## config.mk

```make
export PLATFORM = sky130hd
export DESIGN_NAME = uart_bus_monitor
export DESIGN_NICKNAME = d
export VERILOG_FILES = /design/src/rtl/uart_bus_monitor.sv
export SDC_FILE = /design/constraint.sdc
export NUM_CORES = 1
export LEC_CHECK = 0
export ABC_AREA = 1
export BUFFER_PORTS_ARGS = -buffer_cell sky130_fd_sc_hd__buf_4
export CELL_PAD_IN_SITES_DETAIL_PLACEMENT = 0
export CELL_PAD_IN_SITES_GLOBAL_PLACEMENT = 2
export CORE_ASPECT_RATIO = 2
export CORE_MARGIN = 10
export CORE_UTILIZATION = 31
export CTS_CLUSTER_DIAMETER = 150
export DETAILED_ROUTE_END_ITERATION = 6
export HOLD_SLACK_MARGIN = 0.12
export PLACE_DENSITY_LB_ADDON = 0.3
export SLEW_MARGIN = 30
export SYNTH_ARGS = -nofsm -noshare
export SYNTH_HDL_FRONTEND = slang
export SYNTH_SLANG_ARGS = --single-unit
```

## constraint.sdc

```tcl
create_clock -name CLK -period 2.4 [get_ports CLK]
set_clock_uncertainty 0.15 [all_clocks]
set_input_delay 0.48 -clock CLK [delete_from_list [all_inputs] [get_ports CLK]]
set_output_delay 0.48 -clock CLK [all_outputs]
set_load 0.01 [all_outputs]
```

## src/rtl/uart_bus_monitor.sv

```systemverilog
`default_nettype none
//============================================================================
// Module   : uart_bus_monitor
// Purpose  : UART-driven debug master for the external memory bus. Parses
//            byte commands from uart_rx, runs single/burst word transactions
//            on one arbitrator requester port and reports results and
//            status back through uart_tx.
// Ports    : CLK, RST          - clock, synchronous active-high reset
//            rx_data, rx_new   - received byte and its one-cycle strobe
//            tx_rdy            - uart_tx idle
//            tx_new, tx_char   - transmit strobe and byte
//            req, ack, rw, adr,
//            dtw, dtr          - arbitrator requester handshake
//            busy              - high whenever not idle (LED)
//            overrun           - pulse when a byte had to be dropped
// Commands : 'R' A2 A1 A0        read one word  -> Dh Dl
//            'W' A2 A1 A0 Dh Dl  write one word -> 0x06
//            'B' A2 A1 A0 N      read N+1 words -> Dh Dl per word
//            anything else       -> 0x15
// Revision : 1.0  initial release
//============================================================================
module uart_bus_monitor #(
    parameter int TIMEOUT = 1600000,
    parameter int TW      = 21
) (
    input  logic        CLK,
    input  logic        RST,
    input  logic [7:0]  rx_data,
    input  logic        rx_new,
    input  logic        tx_rdy,
    output logic        tx_new,
    output logic [7:0]  tx_char,
    output logic        req,
    input  logic        ack,
    output logic        rw,
    output logic [19:0] adr,
    output logic [15:0] dtw,
    input  logic [15:0] dtr,
    output logic        busy,
    output logic        overrun
);

    localparam logic [7:0]    c_CMD_READ  = 8'h52;
    localparam logic [7:0]    c_CMD_WRITE = 8'h57;
    localparam logic [7:0]    c_CMD_BURST = 8'h42;
    localparam logic [7:0]    c_RSP_ACK   = 8'h06;
    localparam logic [7:0]    c_RSP_NAK   = 8'h15;
    localparam logic [TW-1:0] c_TIMEOUT   = TW'(TIMEOUT);

    // The command byte is decoded in IDLE as it is captured, so the
    // following address byte may arrive back-to-back.
    typedef enum logic [3:0] {
        S_IDLE  = 4'd0,
        S_A2    = 4'd1,
        S_A1    = 4'd2,
        S_A0    = 4'd3,
        S_DH    = 4'd4,
        S_DL    = 4'd5,
        S_CNT   = 4'd6,
        S_BUS   = 4'd7,
        S_TXH   = 4'd8,
        S_TXL   = 4'd9,
        S_TXACK = 4'd10,
        S_TXNAK = 4'd11
    } state_t;

    // Per-byte transmit handshake: send on tx_rdy, then see tx_rdy go low
    // and back high before the byte counts as done.
    typedef enum logic [1:0] {
        TXP_SEND      = 2'd0,
        TXP_WAIT_LOW  = 2'd1,
        TXP_WAIT_HIGH = 2'd2
    } txph_t;

    state_t        r_state;
    state_t        w_state_next;
    txph_t         r_txph;
    txph_t         w_txph_next;

    logic [7:0]    r_cmd;
    logic [TW-1:0] r_tmo;
    logic [7:0]    r_cnt;
    logic          r_more;
    logic [15:0]   r_hold;
    logic          r_req;
    logic          r_rw;
    logic [19:0]   r_adr;
    logic [15:0]   r_dtw;
    logic          r_tx_new;
    logic [7:0]    r_tx_char;
    logic          r_busy;
    logic          r_overrun;

    logic          w_parse;
    logic          w_tx_state;
    logic          w_timeout;
    logic          w_ack;
    logic          w_send;
    logic          w_tx_done;
    logic [7:0]    w_tx_byte;
    logic          w_overrun;
    logic          w_req_set;

    //------------------------------------------------------------------
    // State registers
    //------------------------------------------------------------------
    always_ff @(posedge CLK) begin
        if (RST) begin
            r_state <= S_IDLE;
            r_txph  <= TXP_SEND;
        end else begin
            r_state <= w_state_next;
            r_txph  <= w_txph_next;
        end
    end

    //------------------------------------------------------------------
    // Next-state and control decode
    //------------------------------------------------------------------
    always_comb begin
        w_state_next = r_state;
        w_txph_next  = r_txph;
        w_send       = 1'b0;
        w_tx_done    = 1'b0;
        w_tx_byte    = 8'h00;

        w_parse = (r_state == S_A2) || (r_state == S_A1) || (r_state == S_A0) ||
                  (r_state == S_DH) || (r_state == S_DL) || (r_state == S_CNT);
        w_tx_state = (r_state == S_TXH) || (r_state == S_TXL) ||
                     (r_state == S_TXACK) || (r_state == S_TXNAK);
        // Inclusive boundary: a byte in the cycle the counter equals
        // TIMEOUT still wins over the timeout.
        w_timeout = w_parse && !rx_new && (r_tmo == c_TIMEOUT);
        // ack is only meaningful while a request is outstanding.
        w_ack     = r_req && ack;
        // Bytes are only accepted in IDLE and the parse states.
        w_overrun = rx_new && (r_state != S_IDLE) && !w_parse;

        case (r_state)
            S_TXH:   w_tx_byte = r_hold[15:8];
            S_TXL:   w_tx_byte = r_hold[7:0];
            S_TXACK: w_tx_byte = c_RSP_ACK;
            S_TXNAK: w_tx_byte = c_RSP_NAK;
            default: w_tx_byte = 8'h00;
        endcase

        if (w_tx_state) begin
            case (r_txph)
                TXP_SEND: begin
                    if (tx_rdy) begin
                        w_send      = 1'b1;
                        w_txph_next = TXP_WAIT_LOW;
                    end
                end
                TXP_WAIT_LOW: begin
                    if (!tx_rdy) begin
                        w_txph_next = TXP_WAIT_HIGH;
                    end
                end
                TXP_WAIT_HIGH: begin
                    if (tx_rdy) begin
                        w_tx_done   = 1'b1;
                        w_txph_next = TXP_SEND;
                    end
                end
                default: w_txph_next = TXP_SEND;
            endcase
        end

        case (r_state)
            S_IDLE: begin
                if (rx_new) begin
                    if ((rx_data == c_CMD_READ) || (rx_data == c_CMD_WRITE) ||
                        (rx_data == c_CMD_BURST)) begin
                        w_state_next = S_A2;
                    end else begin
                        w_state_next = S_TXNAK;
                    end
                end
            end
            S_A2:  if (rx_new) w_state_next = S_A1;
            S_A1:  if (rx_new) w_state_next = S_A0;
            S_A0: begin
                if (rx_new) begin
                    if (r_cmd == c_CMD_WRITE) begin
                        w_state_next = S_DH;
                    end else if (r_cmd == c_CMD_BURST) begin
                        w_state_next = S_CNT;
                    end else begin
                        w_state_next = S_BUS;
                    end
                end
            end
            S_DH:  if (rx_new) w_state_next = S_DL;
            S_DL:  if (rx_new) w_state_next = S_BUS;
            S_CNT: if (rx_new) w_state_next = S_BUS;
            S_BUS: begin
                if (w_ack) begin
                    w_state_next = r_rw ? S_TXH : S_TXACK;
                end
            end
            S_TXH: if (w_tx_done) w_state_next = S_TXL;
            S_TXL: if (w_tx_done) w_state_next = r_more ? S_BUS : S_IDLE;
            S_TXACK, S_TXNAK: if (w_tx_done) w_state_next = S_IDLE;
            default: w_state_next = S_IDLE;
        endcase

        if (w_timeout) begin
            w_state_next = S_IDLE;
        end

        // req is raised on the very edge that enters BUS, which gives the
        // one-cycle latency from the final command byte.
        w_req_set = (w_state_next == S_BUS) && (r_state != S_BUS);
    end

    //------------------------------------------------------------------
    // Datapath and registered outputs
    //------------------------------------------------------------------
    always_ff @(posedge CLK) begin
        if (RST) begin
            r_cmd     <= 8'h00;
            r_tmo     <= '0;
            r_cnt     <= 8'h00;
            r_more    <= 1'b0;
            r_hold    <= 16'h0000;
            r_req     <= 1'b0;
            r_rw      <= 1'b1;
            r_adr     <= 20'h00000;
            r_dtw     <= 16'h0000;
            r_tx_new  <= 1'b0;
            r_tx_char <= 8'h00;
            r_busy    <= 1'b0;
            r_overrun <= 1'b0;
        end else begin
            r_tx_new  <= w_send;
            if (w_send) begin
                r_tx_char <= w_tx_byte;
            end
            r_overrun <= w_overrun;
            r_busy    <= (w_state_next != S_IDLE);

            // Counter runs only while waiting for a parse byte; any byte,
            // expiry or leaving the parse states puts it back to zero.
            if (w_parse && !rx_new && !w_timeout) begin
                r_tmo <= r_tmo + TW'(1);
            end else begin
                r_tmo <= '0;
            end

            if (rx_new) begin
                case (r_state)
                    S_IDLE: begin
                        r_cmd <= rx_data;
                        r_rw  <= (rx_data != c_CMD_WRITE);
                    end
                    S_A2:  r_adr[19:16] <= rx_data[3:0];
                    S_A1:  r_adr[15:8]  <= rx_data;
                    S_A0:  r_adr[7:0]   <= rx_data;
                    S_DH:  r_dtw[15:8]  <= rx_data;
                    S_DL:  r_dtw[7:0]   <= rx_data;
                    S_CNT: r_cnt        <= rx_data;
                    default: ;
                endcase
            end

            if (w_req_set) begin
                r_req <= 1'b1;
            end else if (w_ack) begin
                r_req <= 1'b0;
            end

            if (w_ack) begin
                r_hold <= dtr;
                // A burst continues while words remain; the address is
                // advanced here so it is already stable for the next req.
                if ((r_cmd == c_CMD_BURST) && (r_cnt != 8'h00)) begin
                    r_more <= 1'b1;
                    r_cnt  <= r_cnt - 8'd1;
                    r_adr  <= r_adr + 20'd1;
                end else begin
                    r_more <= 1'b0;
                end
            end
        end
    end

    assign tx_new  = r_tx_new;
    assign tx_char = r_tx_char;
    assign req     = r_req;
    assign rw      = r_rw;
    assign adr     = r_adr;
    assign dtw     = r_dtw;
    assign busy    = r_busy;
    assign overrun = r_overrun;

endmodule
`default_nettype wire

```

==> impl_metrics.json, run 1 <==
{
  "ys_seq_area_share_pct": 39.1,
  "grt_use_met2_pct": 32.7,
  "dp_hpwl_um": 15600,
  "fmax_mhz": 493,
  "cts_tree": "yes",
  "fin_area_um2": 6800,
  "die_h_um": 210,
  "wl_per_cell_um": 17.6,
  "drt_iter0_markers": 313,
  "core_um2": 17700,
  "yosys_warnings": 0,
  "outcome": "finished clean",
  "cts_sinks": 109,
  "p_per_area_nw_per_um2": 772,
  "hp-class": "in2reg",
  "die_w_um": 115,
  "p_sw_share_pct": 34.5,
  "drive_gt1_share_pct": 15.2,
  "vias": 5662,
  "final_common_cell": "nand2_1",
  "start_util_pct": 31.5,
  "first_pass_iters": 5,
  "die_area_um2": 24100,
  "path_class": "reg2reg",
  "routed_wl_um": 20000,
  "viasPerCell": 4.98,
  "n_fill_cell": 1963,
  "dpl_cell_area_um2": 6480,
  "grt_overflow": 0,
  "drv_cap": 0,
  "netlist_area_um2": 5580,
  "ant_nets": 0,
  "final_cell_mix": "nand2_1, dfxtp_1, inv_1, buf_4, nor2_1",
  "use_met3_pct": 2.23,
  "slew_headroom_pct": 52.1,
  "antenna_found_initial": 0,
  "post_cts_buffers": 0,
  "period_needed_ns": 2.03,
  "finalPower_mw": 5.25,
  "tightest_slew_ns": 0.717,
  "setup-violations-final": 0,
  "h-tree-depth": 3,
  "tns_ns": 0,
  "ys_seq_elements": 109,
  "p_switching_mw": 1.81,
  "leakage_nw": 2.80,
  "p_int_mw": 3.44,
  "rsz0062_at_grt": "false",
  "required_ns": 2.50,
  "worstPathArrival_ns": 2.13,
  "fp-row-count": 69,
  "drc": 0,
  "slew_viol_final": 0,
  "syn_area_per_cell_um2": 6.66,
  "grt_use_total_pct": 16.7,
  "clkTransAtPathRegs_ns": 0.07,
  "grt_max_degree": 44,
  "antenna_cells": 0,
  "final-hold-violation-count": 0,
  "min_period_over_period_pct": 84.5,
  "hold_path_depth": 3,
  "cts_resized": 0,
  "combPwrFrac_pct": 27.4,
  "cp_max_fo": 5,
  "cts_hold_buf": 0,
  "power_frac_seq_pct": 41.4,
  "synth_top_area_cell": "dfxtp_1",
  "io_buffers": 77,
  "synth_fp_nets": 872,
  "finalNetCount": 955,
  "r2r_cells": 9,
  "critPathCaptureType": "register",
  "yosys-top-cells-area": "dfxtp_1, nand2_1, inv_1",
  "grt_pass1_vias": 5695,
  "grt-busiest-layer": "met2",
  "gp_congestion": 0.920,
  "ctsLongestPathBuffers": 2,
  "synth_top_area_share_pct": 39.1,
  "synth.distinct_cells": 39,
  "synthToLayoutAreaGrowth_pct": 21.9,
  "ios": 78,
  "p_clk_share_pct": 31.2,
  "cts_root_buffer": "clkbuf_16",
  "syn_inst": 838,
  "grtUsageMet1_pct": 15.9,
  "cts_buffers": 9,
  "startpoint_type": "register",
  "clk-insertion-delay-late_ns": 0.36,
  "vdd_drop_max_v": 0.000360,
  "grt_pass1_wl_um": 31500
}
-- path summary, 6_finish.rpt --
path | start | end | slack [ns]
setup / recovery | adr[1] | adr[12] | 0.37
setup reg to reg | adr[1] | adr[12] | 0.37
hold / removal | dtr[9] | r_hold[9] | 0.23
hold reg to reg | r_cnt[0] | r_cnt[0] | 0.28
-- power by group through the flow --
stage               Sequential, mW  Clock, mW  Combinational, mW
finish                        2.17       1.64               1.44
global placement              2.22          0               1.47
CTS                           2.18       1.70               1.47
detailed placement            2.22          0               1.46
floorplan                     2.21          0              0.818
global route                  2.20       1.76               1.64
-- final cells by class --
class                      count  area [um^2]  area share (%)
clock buffer                  11          243            3.57
timing repair buffer          99          756            11.1
tap                          213          267            3.92
inverter                     113          424            6.24
sequential                   109         2180            32.1
clock inverter                 4         72.6            1.07
multi-input combinational    589         2860            42.0
-- stage by stage --
stage | setup WS, ns | hold WS, ns | util (%) | instances
after CTS | 0.350 | 0.221 | 38.4 | 1138
final | 0.373 | 0.233 | 38.4 | 1138
after floorplan | 0.556 | 0.256 | - | 838
after detailed placement | 0.359 | 0.272 | 36.6 | 1123
after global placement | 0.149 | 0.264 | 36.6 | 1123
after global routing | 0.164 | 0.244 | 38.4 | 1138
-- worst max-delay path, cell delays in order, from the launching register on --
cell	delay, ns
dfxtp_1	0.41
ha_1	0.25
nand3_1	0.15
nor2_1	0.25
nand2_1	0.15
nor2_2	0.18
nand2_1	0.11
xnor2_1	0.13
nor2_1	0.09
nor2_1	0.05
-- logic make-up (layout without fill, tap and decap cells) --
logic type / Yosys count / after routing / synth area share [%]
buf+inv: 140 / 227 / 9.69
fa+ha+maj: 5 / 5 / 1.12
xor+xnor: 20 / 20 / 3.14
flops: 109 / 109 / 39.1
simple gates: 380 / 380 / 29.5
compound gates: 184 / 184 / 17.4
-- Yosys cell counts, drive strengths merged --
library cell / number
nand2: 177
and2: 1
a2111oi: 1
a21boi: 1
clkbuf: 15
clkinv: 1
o22ai: 4
xnor2: 11
a31oi: 3
nor3b: 1
buf: 12
o21ai: 92
nor3: 24
o31ai: 1
inv: 112
nor4: 3
nand3b: 1
xor2: 9
or2: 4
nand3: 57
o221ai: 4
nor2: 97
dfxtp: 109
o211ai: 5
a21oi: 73
nand4: 14
ha: 5
and3: 1
-- state kept, by name, indices dropped and copies added, names as in the netlist --
name and cells:
tx_new 1, dtw 16, rw 1, r_tmo 21
r_cmd 8, r_more 1, adr 20, r_state 4
r_txph 2, busy 1, overrun 1, r_cnt 8
tx_char 8, r_hold 16, req 1
-- per-layer routing --
layer  vias up  part of all wire [%]
met4         0                   3.6
met5         -                     0
met1      2600                    35
met2       128                    58
li1       2899                     -
met3        35                   3.1
Power figures use the tool's default switching activity.
==> inputs of run 2 (changes only) <==
--- a/config.mk
+++ b/config.mk
@@ -11,7 +11,7 @@
 export CELL_PAD_IN_SITES_GLOBAL_PLACEMENT = 2
 export CORE_ASPECT_RATIO = 2
 export CORE_MARGIN = 10
-export CORE_UTILIZATION = 31
+export CORE_UTILIZATION = 28
 export CTS_CLUSTER_DIAMETER = 150
 export DETAILED_ROUTE_END_ITERATION = 6
 export HOLD_SLACK_MARGIN = 0.12
==> constraint.sdc (replaced) <==
create_clock -name CLK -period 1.85 [get_ports CLK]
set_clock_uncertainty 0.15 [all_clocks]
set_input_delay 0.37 -clock CLK [delete_from_list [all_inputs] [get_ports CLK]]
set_output_delay 0.37 -clock CLK [all_outputs]
set_load 0.01 [all_outputs]
==> run 2 against run 1 <==
Compared with the run above:
- critical path depth shrank 1
- combinational power grew 49%
- critical path type unchanged
- count of clock-buffer cells in the layout shrank 2
- clock power grew 38%
- via count grew 3.3%
- largest cell class unchanged
==> impl_metrics.json, run 2 (synthesis results as in run 1) <==
{
  "outcome": "finished clean",
  "ant_nets": 0,
  "clkTransAtPathRegs_ns": 0.07,
  "grt_pass1_wl_um": 31500,
  "setup-violations-final": 0,
  "drv_cap": 0,
  "routed_wl_um": 20000,
  "finalWorstSetupSlack_ns": 0.114,
  "period_needed_ns": 1.74,
  "start_util_pct": 28.3,
  "hp-class": "in2reg",
  "grt_max_degree": 31,
  "startpoint_type": "register",
  "largest_register_ffs": 21,
  "min_period_over_period_pct": 93.8,
  "core_um2": 19700,
  "hp-start": "dtr[4]",
  "final_common_cell": "nand2_1",
  "ios": 78,
  "leakage_nw": 3.16,
  "cts_sinks": 109,
  "tightest_slew_ns": 0.389,
  "antenna_found_initial": 0,
  "vdd_drop_max_v": 0.000524,
  "gp_congestion": 0.855,
  "cts_buffers": 9,
  "whs_ns": 0.130,
  "regMostFlops": "r_tmo",
  "fp-row-count": 73,
  "p_per_area_nw_per_um2": 960,
  "cts_tree": "yes",
  "n_fill_cell": 2188,
  "combPwrFrac_pct": 29.8,
  "vias": 5851,
  "grt_overflow": 0,
  "path_delay_family": "buffers and inverters",
  "final-hold-violation-count": 0,
  "slew_viol_final": 0,
  "crit_start": "r_state[1]",
  "final_cell_mix": "nand2_1, buf_4, inv_1, dfxtp_1, nor2_1",
  "stdcell_count": 1259,
  "p_int_mw": 4.79,
  "place_ws_ns": -0.116,
  "die_w_um": 120,
  "drc": 0,
  "power_frac_seq_pct": 38.7,
  "finalNetCount": 1027,
  "slew_headroom_pct": 73.9,
  "die_area_um2": 26300,
  "critPathCaptureType": "register",
  "cpPeakStageDelay_ns": 0.38,
  "synthToLayoutAreaGrowth_pct": 34.9,
  "p_sw_share_pct": 33.7,
  "required_ns": 2.00,
  "placedCellCount": 1233,
  "r2r-start": "r_state[1]",
  "tns_ns": 0,
  "fmax_mhz": 576,
  "die_h_um": 220,
  "worstPathArrival_ns": 1.89,
  "drive_gt1_share_pct": 22.4,
  "viasPerCell": 4.65,
  "cp_max_fo": 13,
  "drt_iter0_markers": 179,
  "utilization_pct": 38.1,
  "p_clk_share_pct": 31.5,
  "path_buf_inv": 3,
  "crit_chain": "inv_2 > buf_4 > nand2_1 > nand2_1 > a21oi_2 > o211ai_1 > buf_4 > nor3_1",
  "dp_hpwl_um": 16000,
  "p_switching_mw": 2.44,
  "first_pass_iters": 4,
  "cts_root_buffer": "clkbuf_16",
  "clk-insertion-delay-late_ns": 0.37,
  "ctsLongestPathBuffers": 2,
  "antenna_cells": 0,
  "h-tree-depth": 3,
  "grt_pass1_vias": 5920,
  "wl_per_cell_um": 15.9,
  "grt_use_total_pct": 15.3,
  "path_class": "reg2reg",
  "io_buffers": 77,
  "cp_slowest_cell": "dfxtp_2"
}
==> run 2: cell types whose count changed in the layout (fill, tap and decap cells not counted), sizes merged <==
cell,before,now
bufinv,2,3
clkinv,2,1
buf,99,160
clkbuf,11,9
clkinvlp,1,3
dlygate4sd3,0,11
==> run 2: worst reg2reg max path: cells and delay by family, from the launching register on <==
family | cells | cell delay, ns
AND/OR/NAND/NOR | 3 | 0.38
buffers and inverters | 3 | 0.42
AO/OA/AOI/OAI | 2 | 0.34
flip-flops | 1 | 0.38
==> run 2: layer usage <==
layer	wire, um	part of all wire [%]	global-route usage [%]	vias up
met5	0	0	0	-
met2	11200	56	29.8	100
met3	732	3.7	3.10	25
met1	7430	37	15.0	2682
li1	-	-	-	3044
met4	586	2.9	6.91	0
==> run 2: repair_timing <==
item,CTS,global route
setup buffers,0,0
gates resized for setup,2,21
setup endpoints to repair,1,47
pin swaps,0,0
hold buffers,11,0
hold endpoints to repair,11,0
==> run 2: layout make-up <==
class                           count  area (um^2)  share of cell area, %
Tap cell                          262          328                   4.36
Clock inverter                      6          113                   1.50
Sequential cell                   109         2190                   29.1
Timing Repair Buffer              171         1340                   17.8
Multi-Input combinational cell    589         2910                   38.6
Inverter                          113          424                   5.64
Clock buffer                        9          225                   2.99
==> run 2: path summary, 6_finish.rpt <==
check / endpoint / depth (start not counted) / slack, ns
max reg2reg: r_tmo[9] / 8 / 0.11
min reg2reg: r_cnt[0] / 1 / 0.28
max: r_tmo[9] / 8 / 0.11
min: r_hold[4] / 3 / 0.13
==> run 2: metrics by stage <==
stage / power, mW / area [um^2]
global placement: 4.98 / 7020
floorplan: 3.92 / 5580
finish: 7.23 / 7530
detailed placement: 4.97 / 7020
global route: 7.68 / 7530
CTS: 7.32 / 7470
==> run 2: power by group through the flow <==
| stage | Clock, mW | Sequential [mW] | Combinational [mW] |
|---|---|---|---|
| after floorplan | 0 | 2.86 | 1.06 |
| after global placement | 0 | 2.84 | 2.14 |
| after detailed placement | 0 | 2.84 | 2.13 |
| after CTS | 2.35 | 2.79 | 2.17 |
| after global routing | 2.43 | 2.83 | 2.42 |
| final | 2.27 | 2.80 | 2.15 |
==> inputs of run 3 (changes only) <==
==> constraint.sdc (replaced) <==
create_clock -name CLK -period 1.85 [get_ports CLK]
set_clock_uncertainty 0.15 [all_clocks]
set_input_delay 0.37 -clock CLK [delete_from_list [all_inputs] [get_ports CLK]]
set_output_delay 0.37 -clock CLK [all_outputs]
set_load 0.05 [all_outputs]
==> run 3 against run 2 <==
Compared with the run above:
- global-route usage is 0.66 points higher
- sequential power hardly changed
- critical path type unchanged
- count of clock-buffer cells in the layout is 4 higher
- flip-flop and latch count stayed put
- via count is 0.62% higher
- setup slack better by 0.0095 ns
- non-clock buffer count is 16 lower
==> impl_metrics.json, run 3 (synthesis results as in run 1) <==
{
  "fp-row-count": 73,
  "n_fill_cell": 2232,
  "leakage_nw": 3.09,
  "min_period_over_period_pct": 93.3,
  "worstPathArrival_ns": 1.83,
  "combPwrFrac_pct": 34.9,
  "crit_end": "r_tmo[16]",
  "grt-busiest-layer": "met2",
  "viasPerCell": 4.73,
  "vdd_drop_max_v": 0.000412,
  "drt_iter0_markers": 281,
  "grt_use_total_pct": 16.0,
  "rsz0062_at_grt": "true",
  "drv_cap": 0,
  "dp_hpwl_um": 16700,
  "first_pass_iters": 5,
  "drc": 0,
  "grt_pass1_vias": 5984,
  "antenna_found_initial": 0,
  "die_w_um": 120,
  "clkTransAtPathRegs_ns": 0.07,
  "h-tree-depth": 3,
  "critPathCaptureType": "register",
  "grt_overflow": 0,
  "power_frac_seq_pct": 38.8,
  "startpoint_type": "register",
  "required_ns": 1.95,
  "ctsLongestPathBuffers": 2,
  "ios": 78,
  "p_per_area_nw_per_um2": 979,
  "routed_wl_um": 20900,
  "setup-violations-final": 0,
  "grtUsageMet1_pct": 13.6,
  "drive_gt1_share_pct": 22.8,
  "hp-start": "dtr[10]",
  "seqCellArea_um2": 2210,
  "r2r_cells": 7,
  "r2r_slack_ns": 0.12,
  "p_sw_share_pct": 38.4,
  "cts_tree": "yes",
  "r2r-start": "r_tmo[0]",
  "regMostFlops": "r_tmo",
  "ant_nets": 0,
  "timing.rr.end": "r_tmo[16]",
  "path_class": "reg2reg",
  "period_needed_ns": 1.73,
  "p_switching_mw": 2.78,
  "place_ws_ns": -0.164,
  "final_common_cell": "nand2_1",
  "hp-class": "in2reg",
  "grt_use_met2_pct": 33.4,
  "outcome": "finished clean",
  "grt_pass1_wl_um": 32500,
  "cts_root_buffer": "clkbuf_16",
  "cts_sinks": 109,
  "grt_max_degree": 45,
  "tns_ns": 0,
  "slew_viol_final": 0,
  "die_h_um": 220,
  "use_met3_pct": 2.61,
  "fmax_mhz": 579,
  "io_buffers": 77,
  "final_cell_mix": "nand2_1, buf_4, inv_1, dfxtp_1, nor2_1",
  "synthToLayoutAreaGrowth_pct": 32.6,
  "clk-insertion-delay-late_ns": 0.36,
  "tightest_slew_ns": 0.362,
  "slew_headroom_pct": 75.8,
  "cts_buffers": 9,
  "antenna_cells": 0,
  "finalNetCount": 1011,
  "vias": 5887,
  "multiInputGateArea_um2": 2920,
  "finalWorstSetupSlack_ns": 0.123,
  "p_clk_share_pct": 26.3,
  "die_area_um2": 26300,
  "cp_max_fo": 4,
  "largest_register_ffs": 21,
  "p_int_mw": 4.46,
  "start_util_pct": 28.3,
  "core_um2": 19700,
  "final-hold-violation-count": 0,
  "crit_start": "r_tmo[0]",
  "wl_per_cell_um": 16.8,
  "gp_congestion": 0.909
}
-- run 3: changes by cell type in the layout (fill, tap and decap cells not counted), moves of 2 or more --
cell / delta
buf_4: -10
dlygate4sd3_1: -10
dfxtp_1: -6
buf_12: +4
dfxtp_2: +4
bufinv_16: -3
nor2_1: -3
clkbuf_1: +2
clkbuf_8: +2
dfxtp_4: +2
nand2_1: +2
nand2_2: -2
nor2_2: +2
-- run 3: timing repair --
item	in CTS	in global routing
hold buffers	1	0
gates resized for setup	2	21
setup buffers	0	0
pin swaps	0	1
hold endpoints to repair	1	0
endpoints found under the setup margin	1	16
-- run 3: cell type report --
cell class | instances | share of cell area, %
clock buffers | 13 | 3.52
clock inverters | 3 | 0.271
inverters | 113 | 5.74
multi-input cells | 589 | 39.4
flip-flops and latches | 109 | 29.8
well taps | 262 | 4.43
repair buffers | 155 | 16.8
-- run 3: worst min-delay path by stage --
stage                  to  slack, ns  cells after the start
2_1_floorplan    r_cnt[0]       0.26                      1
3_3_place_gp     r_cnt[0]       0.27                      1
5_1_grt         r_hold[9]       0.14                      3
6_report       r_hold[10]       0.13                      3
3_5_place_dp     r_cnt[0]       0.27                      1
4_1_cts         r_hold[9]       0.13                      3
-- run 3: power groups by stage --
stage          registers (mW)  clock network [mW]  logic (mW)
2_1_floorplan            3.23                   0        1.06
3_3_place_gp             2.84                   0        2.51
3_5_place_dp             2.85                   0        2.51
4_1_cts                  2.79                1.96        2.53
5_1_grt                  2.84                2.05        2.80
6_report                 2.81                1.91        2.53
-- run 3: metrics by stage --
step	hold WS [ns]	power (mW)	instance area, um^2	utilization, %	std cells
after global placement	0.269	5.36	7040	35.7	1227
after floorplan	0.256	4.30	5600	-	838
after detailed placement	0.270	5.35	7040	35.7	1227
final	0.134	7.24	7400	37.5	1244
after global routing	0.139	7.69	7400	37.5	1244
after CTS	0.132	7.29	7330	37.2	1244
-- run 3: worst max-delay path, stage by stage, from the launching register on --
cell     delay [ns]
dfxtp_1        0.39
ha_2           0.22
nand3_2        0.12
inv_1          0.13
nand2_1        0.10
nor3b_1        0.28
xor2_1         0.18
nor2_1         0.05
-- run 3: routing by layer --
layer  share of wire, %  vias up  wire (um)
met2                 60       98      12500
met5                  0        -          0
met3                3.1       35        657
met1                 33     2747       6900
met4                4.3        0        902
li1                   -     3007          -
